## src/rtl/rl_ram_1rw_arbiter.sv

```systemverilog
// Two-master arbiter in front of a single-port 1RW RAM with one-cycle read return.
// Define RL_RAM_ARB_FIXED_PRIO_EN for fixed port-0 priority instead of round-robin.
module rl_ram_1rw_arbiter #(
   parameter  int ABITS = 10,
   parameter  int DBITS = 32,
   localparam int BBITS = (DBITS + 7) / 8
) (
   input  logic             clk,
   input  logic             rstn,
   input  logic             p0_req,
   output logic             p0_gnt,
   input  logic [ABITS-1:0] p0_addr,
   input  logic             p0_we,
   input  logic [BBITS-1:0] p0_be,
   input  logic [DBITS-1:0] p0_din,
   output logic             p0_rvalid,
   output logic [DBITS-1:0] p0_dout,
   input  logic             p1_req,
   output logic             p1_gnt,
   input  logic [ABITS-1:0] p1_addr,
   input  logic             p1_we,
   input  logic [BBITS-1:0] p1_be,
   input  logic [DBITS-1:0] p1_din,
   output logic             p1_rvalid,
   output logic [DBITS-1:0] p1_dout,
   output logic [ABITS-1:0] ram_addr,
   output logic             ram_we,
   output logic [BBITS-1:0] ram_be,
   output logic [DBITS-1:0] ram_din,
   input  logic [DBITS-1:0] ram_dout
);

   logic w_gnt0;
   logic w_gnt1;
   logic w_rd_xfer;
   logic r_rd_pend;
   logic r_rd_port;

`ifdef RL_RAM_ARB_FIXED_PRIO_EN
   assign w_gnt0 = p0_req;
   assign w_gnt1 = p1_req & ~p0_req;
`else
   // r_last holds the most recently granted port; the other one wins a tie.
   logic r_last;

   assign w_gnt0 = p0_req & (~p1_req | r_last);
   assign w_gnt1 = p1_req & (~p0_req | ~r_last);

   always_ff @(posedge clk or negedge rstn) begin
      if (!rstn) begin
         r_last <= 1'b1;
      end else if (w_gnt0) begin
         r_last <= 1'b0;
      end else if (w_gnt1) begin
         r_last <= 1'b1;
      end
   end
`endif

   assign p0_gnt = w_gnt0;
   assign p1_gnt = w_gnt1;

   // Idle cycles steer port 0 to the RAM so its inputs never float.
   assign ram_addr = w_gnt1 ? p1_addr : p0_addr;
   assign ram_be   = w_gnt1 ? p1_be   : p0_be;
   assign ram_din  = w_gnt1 ? p1_din  : p0_din;
   assign ram_we   = (w_gnt0 & p0_we) | (w_gnt1 & p1_we);

   assign w_rd_xfer = (w_gnt0 & ~p0_we) | (w_gnt1 & ~p1_we);

   always_ff @(posedge clk or negedge rstn) begin
      if (!rstn) begin
         r_rd_pend <= 1'b0;
         r_rd_port <= 1'b0;
      end else begin
         r_rd_pend <= w_rd_xfer;
         if (w_rd_xfer) begin
            r_rd_port <= w_gnt1;
         end
      end
   end

   assign p0_rvalid = r_rd_pend & ~r_rd_port;
   assign p1_rvalid = r_rd_pend &  r_rd_port;
   assign p0_dout   = ram_dout;
   assign p1_dout   = ram_dout;

endmodule

```

## config.mk

```make
export PLATFORM = sky130hd
export DESIGN_NAME = rl_ram_1rw_arbiter
export DESIGN_NICKNAME = d
export VERILOG_FILES = /design/src/rtl/rl_ram_1rw_arbiter.sv
export SDC_FILE = /design/constraint.sdc
export NUM_CORES = 1
export LEC_CHECK = 0
export ABC_AREA = 1
export CAP_MARGIN = 20
export CORE_AREA = 4 4 92 94
export DETAILED_ROUTE_END_ITERATION = 12
export DIE_AREA = 0 0 96 98
export PLACE_DENSITY_LB_ADDON = 0.08
export SKIP_CTS_REPAIR_TIMING = 1
export SLEW_MARGIN = 10
export SYNTH_ARGS = -nofsm -noshare
export SYNTH_HDL_FRONTEND = slang
export SYNTH_SLANG_ARGS = --single-unit
export TNS_END_PERCENT = 20
```

## constraint.sdc

```tcl
create_clock -name clk -period 3.1 [get_ports clk]
set_input_delay 0.465 -clock clk [delete_from_list [all_inputs] [get_ports clk]]
set_output_delay 0.465 -clock clk [all_outputs]
set_load 0.05 [all_outputs]
```

# == Yosys cells after proc, flatten, opt, wreduce, memory -nomap -nowiden ==
# Index checks and enable logic that the tools add are counted.
# op_classes
muxes,5
n_bitwise,18
n_reduce_logical,1
# op_table
cell,n
2-to-1 mux 32 bit,1
2-to-1 mux 10 bit,1
bitwise AND 1 bit,8
inverter 1 bit,6
2-to-1 mux 4 bit,1
OR 1 bit,4
2-to-1 mux 1 bit,2
nonzero test 2 bit,1
# totals
ff_bits,3
input_bits,130
word_cells,27

# == Logic depth before layout (Yosys ltp) ==
# Gate-level depths: netlist (run 1).
# logic_depth
depth_word,5
mapped_depth,7

# == Worst setup path after synthesis (run 1) ==
# OpenSTA, ideal clock, no wires.
# synth_timing
path_kind,reg2out
from,register r_last
to,output ram_we
arrival_ns,2.231
t_required_ns,2.635
path_slack_ns,0.404
path_stages_with_launch,5
path_buffers,0
cell_sequence,dfstp_2 -> inv_1 -> a21boi_0 -> nand2_1 -> nand2_1
# synth_rtl
item,line,rtl
start: declaration,44,logic r_last;
start signal: assignment,51,r_last <= 1'b1;
start signal: assignment,53,r_last <= 1'b0;
start signal: assignment,55,r_last <= 1'b1;
OR 1 bit,46,assign w_gnt0 = p0_req & (~p1_req | r_last);
bitwise AND 1 bit,46,
via p0_gnt,11,"output logic p0_gnt,"
bitwise AND 1 bit,67,assign ram_we = (w_gnt0 & p0_we) | (w_gnt1 & p1_we);
OR 1 bit,67,
end: declaration,27,"output logic ram_we,"
# The timed path passes the listed nets, and every way through them passes these cells.

# == Worst setup path in the final report (run 1) ==
# layout_timing
from,input p0_req
to,output p0_gnt
# layout_via
elab_chain_cells,1
# layout_rtl
item,line,rtl
start: declaration,10,"input logic p0_req,"
bitwise AND 1 bit,46,
end: declaration,11,
# Every way passes these cells.

==> flow_metrics.tcl, run 1 <==
set metrics [dict create \
    status "complete, no violations" \
    setup_slack_ns 0.5483 \
    drt-pass1-iter-count 3 \
    core_area_um2 7647 \
    skew_ns 0.001705 \
    antenna_found_initial 0 \
    worst_pin_slew_ns 0.5125 \
    fp-row-count 32 \
    n_antenna_cell 0 \
    critPathKind "input pin to output pin" \
    fin_crit_sh_pct 82.31 \
    yosys.area.top_type "buf_4" \
    drive_gt1_share_pct 23.82 \
    drtIter0Drc 16 \
    cp.arrival_ns 2.09 \
    syn_inst 237 \
    fin_nets 450 \
    boundaryPins 245 \
    drc 0 \
    yosysMostFrequentCell "nand2_1" \
    cp_max_fo 4 \
    worstHoldPathType "input pin to asynchronous set/reset pin" \
    rsz0062_at_grt "false" \
    setup_tns_ns 0 \
    clock_path_buffers 2 \
    syn_nets 367 \
    port_buffers 148 \
    clock_latency_ns 0.21 \
    post_drt_wl_per_cell_um 12.08 \
    hpwl_mm 4.434 \
    grtUsageMet2_pct 18.00 \
    ys_top_cells_by_area "buf_4 (39%), nand2_1 (37%), nand2_2 (9.1%)" \
    busiest_layer "met2" \
    start_util_pct 17.06 \
    cts_root_buf "clkbuf_8" \
    htree_levels 1 \
    vdd_drop_max_mv 0.1264 \
    finalCriticalPeriod_ns 2.552 \
    placed_area_um2 2879 \
    hold_slack_ns 0.4294 \
    grt_pass1_wl_mm 7.458 \
    met3_usage_pct 6.009 \
    ys.flop_type "dfrtp_1" \
    yosysWarnings 0 \
    ys_async_sr_fraction_pct 100.0 \
    crit_path_start "p0_req" \
    fp.dieH_um 98 \
    power-per-cell-area_nw_per_um2 320.1 \
    dieArea_um2 9408 \
    drt-total-wl_mm 5.086 \
    maxCapViolations 0 \
    netlist_area_um2 1305 \
    synth_cell_types 15 \
    use_met1_pct 8.875 \
    cts_made_buffers 3 \
    grt_pass1_vias 1476 \
    leakagePower_nw 1.409 \
    setup_viol 0 \
    vias_per_cell 3.703 \
    yosysSeqAreaShare_pct 5.849 \
    cts_tree "yes" \
    timing.rr.end "r_last$_DFFE_PN1P_" \
    syn-mean-instance-area_um2 5.506 \
    synthTopCellsByCount "nand2_1 (129), buf_4 (67), nand2_2 (19)" \
    path_clk_slew_ns 0.03 \
    vias 1559 \
    antenna_left 0 \
    stdcell_area_um2 2924 \
    ff2ff_setup_slack_ns 1.98 \
    synth_top_area_share_pct 38.54 \
    worst_setup_path_start_kind "input pin" \
    ff2ff_path_depth 4 \
    max_slew_margin_pct 65.73 \
    gp_congestion 0.7602 \
    power_mw 0.9359 \
    slew_viol_final 0 \
    cp-end-kind "output pin" \
    synth_edf_count 0 \
    timing.fmax_mhz 391.9 \
    grt_usage_pct 9.989 \
    die-width_um 96 \
    hold_viol 0 \
    area_growth_pct 124.1 \
    grt-ovfl-total 0 \
    grt_max_degree 27 \
    dpl_worst_slack_ns 0.5470 \
    critPathRequiredTime_ns 2.63 \
    synth_seq_cells 3 \
    clock-sinks 3 \
    r2r_start "r_last$_DFFE_PN1P_" \
]
==> cells by family after synthesis <==
| group | Yosys count | share of synthesized area (%) |
|---|---|---|
| AO/OA/AOI/OAI | 2 | 0.9586 |
| buffers and inverters | 81 | 45.73 |
| flip-flops | 3 | 5.849 |
| AND/OR/NAND/NOR | 151 | 47.46 |
==> state kept, by name, indices dropped and copies added, names as in the netlist <==
register   flops
r_last         1
r_rd_pend      1
r_rd_port      1
==> worst max-delay path, cell delays in order <==
cell and delay [ns]:
clkdlybuf4s50_1 0.51, a21boi_0 0.26, clkdlybuf4s50_1 0.85
==> layout make-up <==
class	count	area (um^2)
clock buffer	4	45.04
fill	783	4723
inverter	7	26.28
multi-input combinational	153	631.9
sequential	3	76.32
tap	102	127.6
timing repair buffer	152	2017
==> report_power, final <==
group | internal [mW] | switching, mW
Sequential | 0.0453 | 0.00268
Combinational | 0.384 | 0.391
Clock | 0.0876 | 0.0249
Total | 0.517 | 0.419
==> worst max-delay path by stage <==
stage,to,slack [ns],depth (start not counted)
3_3_place_gp,p0_gnt,0.58,3
3_5_place_dp,p0_gnt,0.55,3
5_1_grt,p0_gnt,0.47,3
4_1_cts,p0_gnt,0.55,3
2_1_floorplan,ram_we,0.40,4
6_report,p0_gnt,0.55,3
==> layer usage <==
metal  vias to the layer above  wire length (um)
li1                        799                 -
met1                       625              1609
met2                       117              2405
met3                        18               960
met4                         0               110
met5                         -                 0
==> per-stage QoR <==
step                      std cells  util (%)
final                           421     38.24
after global routing            421     38.24
after CTS                       421     38.24
after detailed placement        417     37.65
after global placement          417     37.65
after floorplan                 237         -
==> cells in the final DEF (no fill, tap or decap), drive strengths merged <==
cell type      instances
clkdlybuf4s50        100
o21ai                  1
dfrtp                  2
a21boi                 1
inv                    7
nor2                   1
dfstp                  1
nand2                148
nand3                  1
nand3b                 1
clkbuf                 4
buf                   52
Note: power is estimated with default switching activity, not from simulation.
==> inputs of run 2 (changes only) <==
--- a/config.mk
+++ b/config.mk
@@ -7,9 +7,9 @@
 export LEC_CHECK = 0
 export ABC_AREA = 1
 export CAP_MARGIN = 20
-export CORE_AREA = 4 4 92 94
+export CORE_AREA = 4 4 94 96
 export DETAILED_ROUTE_END_ITERATION = 12
-export DIE_AREA = 0 0 96 98
+export DIE_AREA = 0 0 98 100
 export PLACE_DENSITY_LB_ADDON = 0.08
 export SKIP_CTS_REPAIR_TIMING = 1
 export SLEW_MARGIN = 10
==> constraint.sdc (replaced) <==
create_clock -name clk -period 2.5 [get_ports clk]
set_input_delay 0.375 -clock clk [delete_from_list [all_inputs] [get_ports clk]]
set_output_delay 0.375 -clock clk [all_outputs]
set_load 0.05 [all_outputs]
==> flow_metrics.tcl, run 2 (synthesis gave the netlist of run 1 again) <==
set metrics [dict create \
    final_cell_mix "nand2_1 (129), clkdlybuf4s50_1 (99), buf_12 (49), nand2_2 (19), inv_1 (6)" \
    vdd_drop_max_mv 0.1344 \
    drc 0 \
    post_drt_wl_per_cell_um 11.55 \
    slew_viol_final 0 \
    core_area_um2 8051 \
    hold_slack_ns 0.3528 \
    n_antenna_cell 0 \
    boundaryPins 245 \
    drt-pass1-iter-count 4 \
    fp-row-count 33 \
    fin_crit_sh_pct 83.51 \
    grt_max_degree 27 \
    fin_nets 450 \
    antenna_left 0 \
    grt_pass1_vias 1478 \
    hpwl_mm 4.244 \
    rsz0062_at_grt "false" \
    grt_usage_pct 8.967 \
    dp_cells 420 \
    cts_tree "yes" \
    clock_path_buffers 2 \
    antenna_found_initial 0 \
    clock-sinks 3 \
    maxCapViolations 0 \
    grt-ovfl-total 0 \
    cp-end-kind "output pin" \
    die-width_um 98 \
    htree_levels 1 \
    top_regs "r_last (1), r_rd_pend (1), r_rd_port (1)" \
    drtIter0Drc 19 \
    cts_made_buffers 3 \
    status "complete, no violations" \
    gp_congestion 0.6766 \
    vias_per_cell 3.606 \
    critPathKind "input pin to output pin" \
    setup_tns_ns 0 \
    finalCriticalPeriod_ns 2.088 \
    path_clk_slew_ns 0.03 \
    timing.fmax_mhz 479.0 \
    cts_root_buf "clkbuf_8" \
    drive_gt1_share_pct 24.14 \
    clock_latency_ns 0.21 \
    leakagePower_nw 1.406 \
    grt_pass1_wl_mm 7.245 \
    setup_viol 0 \
    fp.dieH_um 100 \
    worst_pin_slew_ns 0.5189 \
    hold_viol 0 \
    fill_cells 859 \
    power-per-cell-area_nw_per_um2 396.3 \
    cp_max_fo 24 \
    critPathRequiredTime_ns 2.12 \
    finalNonFillerCells 424 \
    port_buffers 148 \
    skew_ns 0.003517 \
    worst_setup_path_start_kind "input pin" \
    worstHoldPathType "input pin to asynchronous set/reset pin" \
    vias 1529 \
    cp.arrival_ns 1.71 \
    area_growth_pct 123.2 \
    start_util_pct 16.21 \
    max_slew_margin_pct 65.30 \
    final_common_cell "nand2_1" \
    drt-total-wl_mm 4.897 \
    dieArea_um2 9800 \
]
[run 2: cell count changes in the layout (fill, tap and decap cells not counted), sizes merged]
cell / before / now
buf: 52 / 53
clkdlybuf4s50: 100 / 99
[run 2: worst max-delay path: stages]
cell and delay (ns):
clkdlybuf4s50_1 0.45, nand2_1 0.11, nand2_2 0.07, inv_2 0.08
buf_4 0.27, nand2_1 0.10, nand2_1 0.11, buf_12 0.14
[run 2: metrics by stage]
| stage | utilization (%) | setup slack, ns | power (mW) | instance area, um^2 |
|---|---|---|---|---|
| after CTS | 36.18 | 0.3611 | 1.173 | 2913 |
| after global routing | 36.18 | 0.2762 | 1.207 | 2913 |
| final | 36.18 | 0.4122 | 1.154 | 2913 |
| after floorplan | - | 0.3219 | 0.7628 | 1305 |
| after global placement | 35.62 | 0.3772 | 1.028 | 2868 |
| after detailed placement | 35.62 | 0.3577 | 1.028 | 2868 |
[run 2: layout make-up]
| cell class | count | area, um^2 | share of cell area (%) |
|---|---|---|---|
| timing repair buffer | 152 | 2002 | 68.73 |
| clock buffer | 4 | 45.04 | 1.546 |
| sequential | 3 | 76.32 | 2.620 |
| multi-input combinational | 153 | 631.9 | 21.69 |
| tap | 105 | 131.4 | 4.510 |
| inverter | 7 | 26.28 | 0.9021 |
[run 2: per-layer routing]
layer | up-vias | GRT usage, % | share of wire, %
met4 | 0 | 2.662 | 1.1
li1 | 797 | - | -
met3 | 13 | 2.988 | 11
met2 | 98 | 16.96 | 51
met1 | 621 | 9.384 | 36
met5 | - | 0 | 0
[run 2: worst paths after layout]
kind	from	end	slack [ns]	cells after the start
min in group clk	r_last$_DFFE_PN1P_	r_last$_DFFE_PN1P_	0.54	2
worst max-delay path	p0_req	ram_din[30]	0.41	8
worst min-delay path	rstn	r_rd_port$_DFFE_PN0P_	0.35	1
worst min register to register	r_last$_DFFE_PN1P_	r_last$_DFFE_PN1P_	0.54	2
worst max register to register	r_last$_DFFE_PN1P_	r_last$_DFFE_PN1P_	1.31	4
max in group asynchronous	rstn	r_last$_DFFE_PN1P_	1.92	1
[run 2: power by group]
group          switching, mW  leakage, nW  internal, mW
Clock                 0.0305       0.0228         0.109
Sequential           0.00354       0.0349        0.0561
Combinational          0.482         1.35         0.473
==> RTL edit: new RTL, config.mk and constraints of run 2 <==
Add a define of `RL_RAM_ARB_FIXED_PRIO_EN`.
--- a/src/rtl/rl_ram_1rw_arbiter.sv
+++ b/src/rtl/rl_ram_1rw_arbiter.sv
@@ -1,5 +1,7 @@
 // Two-master arbiter in front of a single-port 1RW RAM with one-cycle read return.
 // Define RL_RAM_ARB_FIXED_PRIO_EN for fixed port-0 priority instead of round-robin.
+`define RL_RAM_ARB_FIXED_PRIO_EN
+
 module rl_ram_1rw_arbiter #(
    parameter  int ABITS = 10,
    parameter  int DBITS = 32,
Function: changed (Yosys sat finds a counterexample within 4 cycles, from zero or initial values and one cycle with rstn low).
==> RTL edit against run 2 <==
- setup slack got worse by 27 ps
- wire length increased by 10%
- clock power decreased by 10%
- die area unchanged
- synthesized area decreased by 2.3%
- design area decreased by 21%
- global-route usage increased by 1.3 points
- critical path depth decreased by 6
- final cell count decreased by 1.4%
- total power decreased by 32%
- sequential cell count decreased by 1
- critical path type unchanged
- critical endpoint is now p0_gnt
==> RTL edit: results (changes against run 2) <==
drt via density=3.94 (was 3.61); slew of the pin with the lowest slew margin=498 ps (was 519 ps); layout cell share with drive strength beyond 1=0.188 (was 0.241); met3 Resource Use GR=0.0313 (was 0.0299); worst-path fanout max=4 (was 24); Pleak=1.17 nW (was 1.41 nW); Post-DP Area=0.00226 sq mm (was 0.00287 sq mm); Cells after DPL=415 (was 420); Nets=445 (was 450); Peak VDD IR=0.000116 V (was 0.000134 V); wire per inst=12.9 microns (was 11.5 microns); global router's overall resource usage=0.102 (was 0.0897); routed length on met3=702 microns (was 558 microns); synth cell count leaders=100 x nand2_1, 70 x buf_4, 48 x nand3_1, 5 x inv_1, 4 x buf_2 (was 129 x nand2_1, 67 x buf_4, 19 x nand2_2, 6 x inv_1, 3 x buf_2); GR Util met2=0.186 (was 0.170); M1 GR Usage=0.107 (was 0.0938); top flop regs=r_rd_pend: 1 flops, r_rd_port: 1 flops (was r_last: 1 flops, r_rd_pend: 1 flops, r_rd_port: 1 flops); WL met2=2610 microns (was 2520 microns); run status=complete, no violations (unchanged); compound-gate portion of the synthesized area=0 (was 0.00959); first-pass GRT wire length=8260 microns (was 7250 microns); Netlist cell types=11 (was 15); vias in the first global route=1654 (was 1478); largest net degree at the start of global routing=49 (was 27); dpl hpwl=4320 microns (was 4240 microns); final std cells w/o fill=418 (was 424); gp weighted congestion=0.792 (was 0.677); met1 WL=1910 microns (was 1770 microns); sequential area share after synthesis=0.0393 (was 0.0585)
RTL edit: cell count changes after synthesis, sizes merged:
| cell | run 2 | this run |
|---|---|---|
| o21ai | 1 | 0 |
| buf | 74 | 77 |
| dfstp | 1 | 0 |
| inv | 7 | 6 |
| nand2 | 148 | 100 |
| nand3 | 1 | 48 |
| clkbuf | 0 | 3 |
| nand3b | 1 | 0 |
| a21boi | 1 | 0 |
RTL edit: cell type report:
| type | instances | area [sq um] |
|---|---|---|
| Clock buffer | 3 | 41.3 |
| Sequential cell | 2 | 50.0 |
| Inverter | 6 | 22.5 |
| Timing Repair Buffer | 153 | 1430 |
| Fill cell | 881 | 5750 |
| Multi-Input combinational cell | 149 | 622 |
| Tap cell | 105 | 131 |
RTL edit: kinds of logic (layout without fill, tap and decap cells):
family | after synthesis | count (layout)
flops | 2 | 2
simple gates | 149 | 149
buf+inv | 86 | 162
RTL edit: power by group:
part	internal [mW]	total, mW	switching [mW]
sequential	0.0359	0.0379	0.00198
combinational	0.259	0.620	0.361
clock	0.102	0.125	0.0229
RTL edit: final timing paths:
check / startpoint / end / slack [ps] / depth (start not counted)
worst min register to register: r_rd_port / r_rd_port / 490 / 2
worst min-delay path: rstn / r_rd_port / 330 / 1
worst max-delay path: p0_req / p0_gnt / 390 / 2
min in group clk: r_rd_port / r_rd_port / 490 / 2
max in group asynchronous: rstn / r_rd_pend / 2050 / 1
worst max register to register: r_rd_port / r_rd_port / 1900 / 2
RTL edit: per-stage QoR:
step	worst slack [ps]	util
after floorplan	966	-
after global placement	397	0.280
after detailed placement	379	0.280
after CTS	379	0.285
after global routing	306	0.285
final	385	0.285
